### src/rtl/mrv32_ctrl.sv
// mrv32_ctrl -- multi-cycle sequencer for the RV32I core in bring-up mode.
//
// Steps each instruction through FETCH -> DECODE -> EXEC -> [MEM] -> WB,
// owns the architectural PC, the instruction register and the retired
// instruction counter, and traps (sticky until reset) on illegal encodings
// or memory handshakes that exceed MEM_TIMEOUT cycles.
//
// Parameters:
//   RESET_PC     PC loaded on reset
//   MEM_TIMEOUT  max wait cycles for imem_ack/dmem_ack (0 = never time out)
//
// Ports:
//   clk, rst_n                  clock, synchronous active-low reset
//   imem_req/addr/ack/rdata     instruction fetch handshake (addr = pc)
//   ir, pc                      latched instruction word and its PC
//   dec_is_load/store/illegal   decoder classification of ir
//   ex_en                       one-cycle strobe to latch EX results
//   dmem_req/we/ack             data access handshake (we = store)
//   wb_valid                    writeback-stage valid token
//   instr_accept, pc_next       commit pulse and next PC from writeback
//   trap, trap_cause            sticky error flag and first cause
//   instret                     retired-instruction counter
module mrv32_ctrl #(
  parameter logic [31:0] RESET_PC    = 32'h0000_0000,
  parameter int unsigned MEM_TIMEOUT = 16
) (
  input  logic        clk,
  input  logic        rst_n,
  output logic        imem_req,
  output logic [31:0] imem_addr,
  input  logic        imem_ack,
  input  logic [31:0] imem_rdata,
  output logic [31:0] ir,
  output logic [31:0] pc,
  input  logic        dec_is_load,
  input  logic        dec_is_store,
  input  logic        dec_illegal,
  output logic        ex_en,
  output logic        dmem_req,
  output logic        dmem_we,
  input  logic        dmem_ack,
  output logic        wb_valid,
  input  logic        instr_accept,
  input  logic [31:0] pc_next,
  output logic        trap,
  output logic [1:0]  trap_cause,
  output logic [31:0] instret
);

  localparam int unsigned CNT_W = (MEM_TIMEOUT < 2) ? 1 : $clog2(MEM_TIMEOUT + 1);

  typedef enum logic [2:0] {
    S_FETCH,
    S_DECODE,
    S_EXEC,
    S_MEM,
    S_WB,
    S_TRAP
  } state_e;

  typedef enum logic [1:0] {
    CAUSE_NONE    = 2'd0,
    CAUSE_ILLEGAL = 2'd1,
    CAUSE_IMEM_TO = 2'd2,
    CAUSE_DMEM_TO = 2'd3
  } cause_e;

  state_e             state_q, state_d;
  cause_e             cause_q, cause_d;
  logic [31:0]        pc_q, pc_d;
  logic [31:0]        ir_q, ir_d;
  logic [31:0]        instret_q, instret_d;
  logic [CNT_W-1:0]   cnt_q, cnt_d;
  logic               we_q, we_d;
  logic               live_q;
  logic               cnt_expire;

  // The reset state is FETCH, yet no request may be visible while rst_n is
  // held low. live_q is cleared by reset and set one edge after release, so
  // the FETCH request (and ack acceptance) starts in the first cycle after
  // the release edge without any input-to-output path.
  always_comb begin
    cnt_expire = (MEM_TIMEOUT != 0) && ((32'(cnt_q) + 32'd1) == MEM_TIMEOUT);
  end

  always_comb begin
    state_d   = state_q;
    cause_d   = cause_q;
    pc_d      = pc_q;
    ir_d      = ir_q;
    instret_d = instret_q;
    cnt_d     = '0;
    we_d      = we_q;
    case (state_q)
      S_FETCH: begin
        if (live_q) begin
          if (imem_ack) begin
            ir_d    = imem_rdata;
            state_d = S_DECODE;
          end else if (cnt_expire) begin
            state_d = S_TRAP;
            cause_d = CAUSE_IMEM_TO;
          end else begin
            cnt_d = cnt_q + CNT_W'(1);
          end
        end
      end
      S_DECODE: begin
        if (dec_illegal) begin
          state_d = S_TRAP;
          cause_d = CAUSE_ILLEGAL;
        end else begin
          state_d = S_EXEC;
        end
      end
      S_EXEC: begin
        // Store/load direction is captured here so dmem_we is a pure
        // function of registered state during MEM.
        we_d    = dec_is_store;
        state_d = (dec_is_load || dec_is_store) ? S_MEM : S_WB;
      end
      S_MEM: begin
        if (dmem_ack) begin
          state_d = S_WB;
        end else if (cnt_expire) begin
          state_d = S_TRAP;
          cause_d = CAUSE_DMEM_TO;
        end else begin
          cnt_d = cnt_q + CNT_W'(1);
        end
      end
      S_WB: begin
        if (instr_accept) begin
          pc_d      = pc_next & 32'hFFFF_FFFC;
          instret_d = instret_q + 32'd1;
          state_d   = S_FETCH;
        end
      end
      S_TRAP: begin
        state_d = S_TRAP;
      end
      default: begin
        state_d = S_FETCH;
      end
    endcase
  end

  always_ff @(posedge clk) begin
    if (!rst_n) begin
      state_q   <= S_FETCH;
      cause_q   <= CAUSE_NONE;
      pc_q      <= RESET_PC;
      ir_q      <= '0;
      instret_q <= '0;
      cnt_q     <= '0;
      we_q      <= 1'b0;
      live_q    <= 1'b0;
    end else begin
      state_q   <= state_d;
      cause_q   <= cause_d;
      pc_q      <= pc_d;
      ir_q      <= ir_d;
      instret_q <= instret_d;
      cnt_q     <= cnt_d;
      we_q      <= we_d;
      live_q    <= 1'b1;
    end
  end

  always_comb begin
    imem_req   = live_q && (state_q == S_FETCH);
    imem_addr  = pc_q;
    ir         = ir_q;
    pc         = pc_q;
    ex_en      = (state_q == S_EXEC);
    dmem_req   = (state_q == S_MEM);
    dmem_we    = (state_q == S_MEM) && we_q;
    wb_valid   = (state_q == S_WB);
    trap       = (state_q == S_TRAP);
    trap_cause = cause_q;
    instret    = instret_q;
  end

endmodule

### config.mk
export PLATFORM = sky130hd
export DESIGN_NAME = mrv32_ctrl
export DESIGN_NICKNAME = d
export VERILOG_FILES = /design/src/rtl/mrv32_ctrl.sv
export SDC_FILE = /design/constraint.sdc
export NUM_CORES = 1
export LEC_CHECK = 0
export CORE_ASPECT_RATIO = 0.75
export CORE_UTILIZATION = 35
export DETAILED_ROUTE_END_ITERATION = 7
export HOLD_SLACK_MARGIN = 0.06
export PLACE_DENSITY = 0.72
export SYNTH_ARGS = -nofsm -noshare
export SYNTH_HDL_FRONTEND = slang
export SYNTH_SLANG_ARGS = --single-unit
### constraint.sdc
create_clock -name clk -period 4.5 [get_ports clk]
set_input_delay 0.9 -clock clk [delete_from_list [all_inputs] [get_ports clk]]
set_output_delay 0.9 -clock clk [all_outputs]
set_load 0.05 [all_outputs]
==> impl_results.md, run 1 <==
- Post-layout util: 52.8%
- Pins over their slew limit: 0
- Final Net Count: 790
- Final Total Pwr: 2.08 mW
- Setup_tns: 0 ns
- Mapped Cells: 566
- First-pass GRT wire length: 19.9 mm
- R2R setup slack: 2.09 ns
- Synth cell types: 41
- Worst Reg-to-Reg Cells: 6
- Die X: 138 µm
- Resized cells post-CTS: 0
- CP Class: flip-flop to output pin
- MaxCap Viol Count: 0
- Mean Syn Cell Area: 8.53 µm²
- Core area: 13200 µm²
- Dpl ws: 1.35 ns
- Full die area: 14300 µm²
- Post-CTS setup buffers: 0
- Hold-fix buffers, CTS: 0
- Cell Area, Synth: 4830 µm²
- Initial Util: 36.6%
- PnR worst setup slack: 1.12 ns
- 1st-iter DRT viols: 142
- Drt drc: 0
- Root Buffer Master: clkbuf_16
- Pwr dens: 298 nW/µm²
- Detailed Route WL: 12.4 mm
- Io pins: 208
- Reg2reg start: state_q[2]
- Area Growth Syn to Fin: 44.5%
- Final Hold Fails: 0
- Pin count of the biggest net entering global routing: 55
- Vias in the first global route: 4097
- Least-Margin Pin Slew: 1.21 ns
- Reg clk slew, reported paths: 0.07 ns
- Row count: 36
- Skew final: 0.00952 ns
- CTS Buf Count: 9
- Clock net sink count: 106
- WL/cell: 13.9 µm
- EDFF count, synth: 0
- Fmax: 296 MHz
- Antenna-violating nets left: 0
- Most used DFF post-synth: dfxtp_1
- Total Routing Usage GR: 17.3%
- Status: finished, final reports clean
- RSZ-0062 raised after global routing: false
- Vias: 4291
- Critical Path Source Type: flip-flop
- DP HPWL: 8.85 mm
- Clock latency at the later pin of the worst-skew pair: 0.34 ns
- Worst Path Arrival: 2.48 ns
- Crit Path Max Fanout: 19
- LEAKAGE: 2.47 nW
- Synth warnings: 0
- Vias per std cell: 4.82
- Relative max-transition margin: 19.4%
- Buffers on Ports: 201
- Period minus WS final: 3.38 ns
- Hold crit path type: flip-flop to flip-flop
- Grt ovf: 0
- GPL Wtd Cong: 0.794
- Fin crit share: 75.2%
- Worst setup path endpoint: dmem_req
- Final setup fails: 0
- CP Capture Type: output pin
- Flops & latches, synth: 106
- Sequential-to-total area share from yosys stat: 44.0%
- Initial antenna violation count: 0
- Clock buffer depth: 2
- Critical Path Source: state_q[0]
- Drt pass-1 iters: 4
- CTS tree: built
- H-Tree Level Count: 3
- Diode count: 0
- Share of layout cells above drive strength 1: 3.75%
- R2R Path End: instret[14]
- Async set or reset register ratio after synthesis: 0%
- Hold slack: 0.457 ns
- Worst VDD drop: 0.000167 V
- Min-delay src: ir[14]
- Die Y-Extent: 104 µm
- Critical Path RT: 3.60 ns
report_power, final:
group	internal [mW]	leakage [nW]	total, mW	switching, mW
sequential	0.961	0.858	0.982	0.0213
clock	0.436	0.143	0.794	0.358
combinational	0.128	1.47	0.302	0.174
worst min path at each step:
stage                   to  slack, ns  depth (start not counted)
floorplan             we_q       0.45                          2
global placement    ir[14]       0.44                          2
detailed placement  ir[14]       0.45                          2
CTS                 ir[14]       0.46                          2
global route        ir[14]       0.48                          2
finish              ir[14]       0.46                          2
registers in the layout, summed over array words and instances (netlist names):
| register | cells |
|---|---|
| live_q | 1 |
| cnt_q | 5 |
| trap_cause | 2 |
| imem_addr | 30 |
| instret | 32 |
| we_q | 1 |
| ir | 32 |
| state_q | 3 |
final cells by class:
class / instances / area [µm²]
multi-input cells: 390 / 2290
clock inverters: 6 / 72.6
fillers: 1203 / 6220
repair buffers: 204 / 2030
flip-flops and latches: 106 / 2120
clock buffers: 9 / 225
well taps: 171 / 214
inverters: 5 / 18.8
through the flow:
| stage | instances | cell area, µm² |
|---|---|---|
| floorplan | 569 | 4840 |
| global placement | 876 | 6680 |
| detailed placement | 876 | 6680 |
| CTS | 891 | 6970 |
| global route | 891 | 6970 |
| finish | 891 | 6970 |
cell usage in the layout, fill, tap and decap left out, types with 2 or more instances in the layout:
cell type / netlist / final
clkdlybuf4s50_1: 0 / 200
a21oi_1: 5 / 5
mux2i_1: 3 / 3
inv_6: 0 / 3
and3_1: 9 / 9
buf_4: 37 / 3
dfxtp_1: 106 / 106
nor3_1: 6 / 6
nor3_2: 2 / 2
a21boi_1: 10 / 10
a211oi_1: 2 / 2
conb_1: 1 / 4
clkbuf_16: 0 / 9
or3_1: 2 / 2
nand4_1: 16 / 16
nor4_4: 3 / 3
a21boi_0: 56 / 56
inv_1: 5 / 5
and2_1: 30 / 30
ha_1: 2 / 2
o21ai_0: 8 / 8
nand2_1: 144 / 144
a31oi_1: 2 / 2
and4_1: 3 / 3
nand3_1: 14 / 14
nor2b_1: 4 / 4
xor2_1: 7 / 7
nor2_1: 13 / 13
xnor2_1: 24 / 24
nand2b_1: 9 / 9
cells by family (layout without fill, tap and decap cells):
group / after synthesis / in the layout / share of synthesized area, %
xor gates and xnor gates: 31 / 31 / 5.62
other: 1 / 4 / 0.0777
DFF: 106 / 106 / 44.0
buffers and inverters: 73 / 224 / 8.79
AOI/OAI and AO/OA: 89 / 89 / 13.2
and+or+nand+nor: 261 / 261 / 27.2
adders and majority gates: 2 / 2 / 0.518
muxes: 3 / 3 / 0.622
synth_stat cells (4+ instances only):
cell type,count,area [µm²]
nand2_1,144,541
dfxtp_1,106,2120
a21boi_0,56,420
buf_4,37,278
and2_1,30,188
xnor2_1,24,210
clkbuf_1,22,82.6
nand4_1,16,100
nand3_1,14,70.1
nor2_1,13,48.8
a21boi_1,10,75.1
and3_1,9,56.3
buf_2,9,45.0
nand2b_1,9,56.3
o21ai_0,8,40.0
xor2_1,7,61.3
nor3_1,6,30.0
a21oi_1,5,25.0
inv_1,5,18.8
nor2b_1,4,25.0
worst max-delay path, stage by stage (launching register included):
cell and delay (ns):
dfxtp_1 0.72, nor2b_1 0.40, nand2_1 0.15, inv_1 0.09, clkdlybuf4s50_1 0.79
per-layer routing:
metal / share of wire, % / track usage [%] / routed length, µm / up-vias
li1: - / - / - / 2137
met1: 43 / 20.9 / 5320 / 1981
met2: 46 / 28.0 / 5690 / 155
met3: 9.3 / 6.51 / 1150 / 18
met4: 1.8 / 5.81 / 221 / 0
met5: 0 / 0 / 0 / -
No activity file was read; power rests on OpenSTA's default activity.
==> run 2: changes to the inputs <==
==> constraint.sdc (replaced) <==
create_clock -name clk -period 3.5 [get_ports clk]
set_input_delay 0.7 -clock clk [delete_from_list [all_inputs] [get_ports clk]]
set_output_delay 0.7 -clock clk [all_outputs]
set_load 0.05 [all_outputs]
==> run 2 against run 1 <==
  * Total power increased by 28%
  * Critical endpoint unchanged
  * Largest cell class unchanged
  * Wire length hardly changed
  * Critical path depth is the same
==> impl_results.md, run 2 (same netlist as run 1, synthesis figures left out) <==
- Min-delay src: ir[6]
- RSZ-0062 raised after global routing: false
- GPL Wtd Cong: 0.786
- Vias per std cell: 4.78
- Initial Util: 36.6%
- Least-Margin Pin Slew: 0.568 ns
- Vias in the first global route: 4108
- Status: finished, final reports clean
- Clock latency at the later pin of the worst-skew pair: 0.34 ns
- Pin count of the biggest net entering global routing: 55
- Row count: 36
- Initial antenna violation count: 0
- DP HPWL: 9.01 mm
- CP Class: flip-flop to output pin
- Vias: 4280
- R2R Path End: instret[14]
- Post-CTS setup buffers: 0
- Reg clk slew, reported paths: 0.07 ns
- WL/cell: 13.8 µm
- First-pass GRT wire length: 20.1 mm
- Period minus WS final: 3.01 ns
- Resized cells post-CTS: 0
- Commonest non-fill, non-tap cell in the layout: clkdlybuf4s50_1
- Die Y-Extent: 104 µm
- Final setup fails: 0
- Worst Reg-to-Reg Cells: 7
- MaxCap Viol Count: 0
- Crit Path Max Fanout: 13
- Worst Path Arrival: 2.31 ns
- CP Capture Type: output pin
- Hold endpoint: ir[6]
- R2R setup slack: 1.35 ns
- Full die area: 14300 µm²
- Reg2reg start: state_q[2]
- Detailed Route WL: 12.4 mm
- Die X: 138 µm
- Core area: 13200 µm²
- Most frequent cells in the layout: clkdlybuf4s50_1 (200), nand2_1 (144), dfxtp_1 (106)
- Pins over their slew limit: 0
- Drt drc: 0
- Fmax: 333 MHz
- Grt ovf: 0
- Area Growth Syn to Fin: 45.2%
- Worst VDD drop: 0.000246 V
- Hold crit path type: flip-flop to flip-flop
- Root Buffer Master: clkbuf_16
- CTS tree: built
- Hold depth: 2
- Skew final: 0.00700 ns
- Final Net Count: 795
- Setup_tns: 0 ns
- Io pins: 208
- 1st-iter DRT viols: 184
- Hold-fix buffers, CTS: 0
- Pwr dens: 381 nW/µm²
- LEAKAGE: 2.49 nW
- Hold slack: 0.455 ns
- Buffers on Ports: 201
- Clock net sink count: 106
- Final Hold Fails: 0
- Share of layout cells above drive strength 1: 4.28%
- Critical Path Source Type: flip-flop
- Fin crit share: 85.9%
- Critical Path RT: 2.80 ns
- Drt pass-1 iters: 4
- Antenna-violating nets left: 0
- Clock buffer depth: 2
- H-Tree Level Count: 3
- Relative max-transition margin: 62.1%
- Total Routing Usage GR: 17.7%
- Diode count: 0
- CTS Buf Count: 9
[run 2: changes by cell type in the layout (fill, tap and decap cells not counted), sizes merged]
| cell | delta |
|---|---|
| inv | -3 |
| clkinvlp | +1 |
| clkbuf | +1 |
| buf | +5 |
[run 2: through the flow]
stage / util (%) / cell area [µm²] / setup slack [ns] / power (mW) / std cells
floorplan: - / 4840 / 1.22 / 1.52 / 569
global placement: 50.9 / 6710 / 0.808 / 1.68 / 881
detailed placement: 50.9 / 6710 / 0.793 / 1.68 / 881
CTS: 53.1 / 7010 / 0.480 / 2.71 / 895
global route: 53.1 / 7010 / 0.393 / 2.78 / 895
finish: 53.1 / 7010 / 0.493 / 2.67 / 895
[run 2: how the worst max path moves through the flow]
stage | end | depth (start not counted) | startpoint | slack [ns]
2_1_floorplan | ir[10] | 6 | state_q[0] | 1.22
3_3_place_gp | instret[20] | 8 | instr_accept | 0.81
3_5_place_dp | instret[24] | 8 | instr_accept | 0.79
4_1_cts | imem_req | 3 | state_q[0] | 0.48
5_1_grt | dmem_req | 4 | state_q[0] | 0.39
6_report | dmem_req | 4 | state_q[0] | 0.49
[run 2: critical path: stages, from the launching register on]
cell and delay [ns]:
dfxtp_1 0.58, nor2b_1 0.34, nand2_1 0.16, inv_1 0.09, clkdlybuf4s50_1 0.79
[run 2: area by class of cell]
| type | count | area, µm² |
|---|---|---|
| clock inverters | 4 | 53.8 |
| well taps | 171 | 214 |
| inverters | 5 | 18.8 |
| flip-flops and latches | 106 | 2120 |
| multi-input cells | 390 | 2290 |
| repair buffers | 209 | 2070 |
| fillers | 1184 | 6190 |
| clock buffers | 10 | 239 |
[run 2: per-layer routing]
layer	global-route usage, %	vias up	wire, µm
li1	-	2139	-
met1	21.8	1997	5530
met2	28.7	134	5720
met3	6.31	10	994
met4	4.79	0	132
met5	0	-	0
[run 2: power by group]
group | total [mW] | switching [mW] | internal, mW
Sequential | 1.26 | 0.0254 | 1.24
Combinational | 0.394 | 0.227 | 0.168
Clock | 1.01 | 0.443 | 0.568
Total | 2.67 | 0.695 | 1.97
==> run 3: changes to the inputs <==
--- a/config.mk
+++ b/config.mk
@@ -5,6 +5,7 @@
 export SDC_FILE = /design/constraint.sdc
 export NUM_CORES = 1
 export LEC_CHECK = 0
+export CAP_MARGIN = 20
 export CORE_ASPECT_RATIO = 0.75
 export CORE_UTILIZATION = 35
 export DETAILED_ROUTE_END_ITERATION = 7
==> results of run 3 <==
The final DEF is identical to that of run 2; final timing and power are the same.
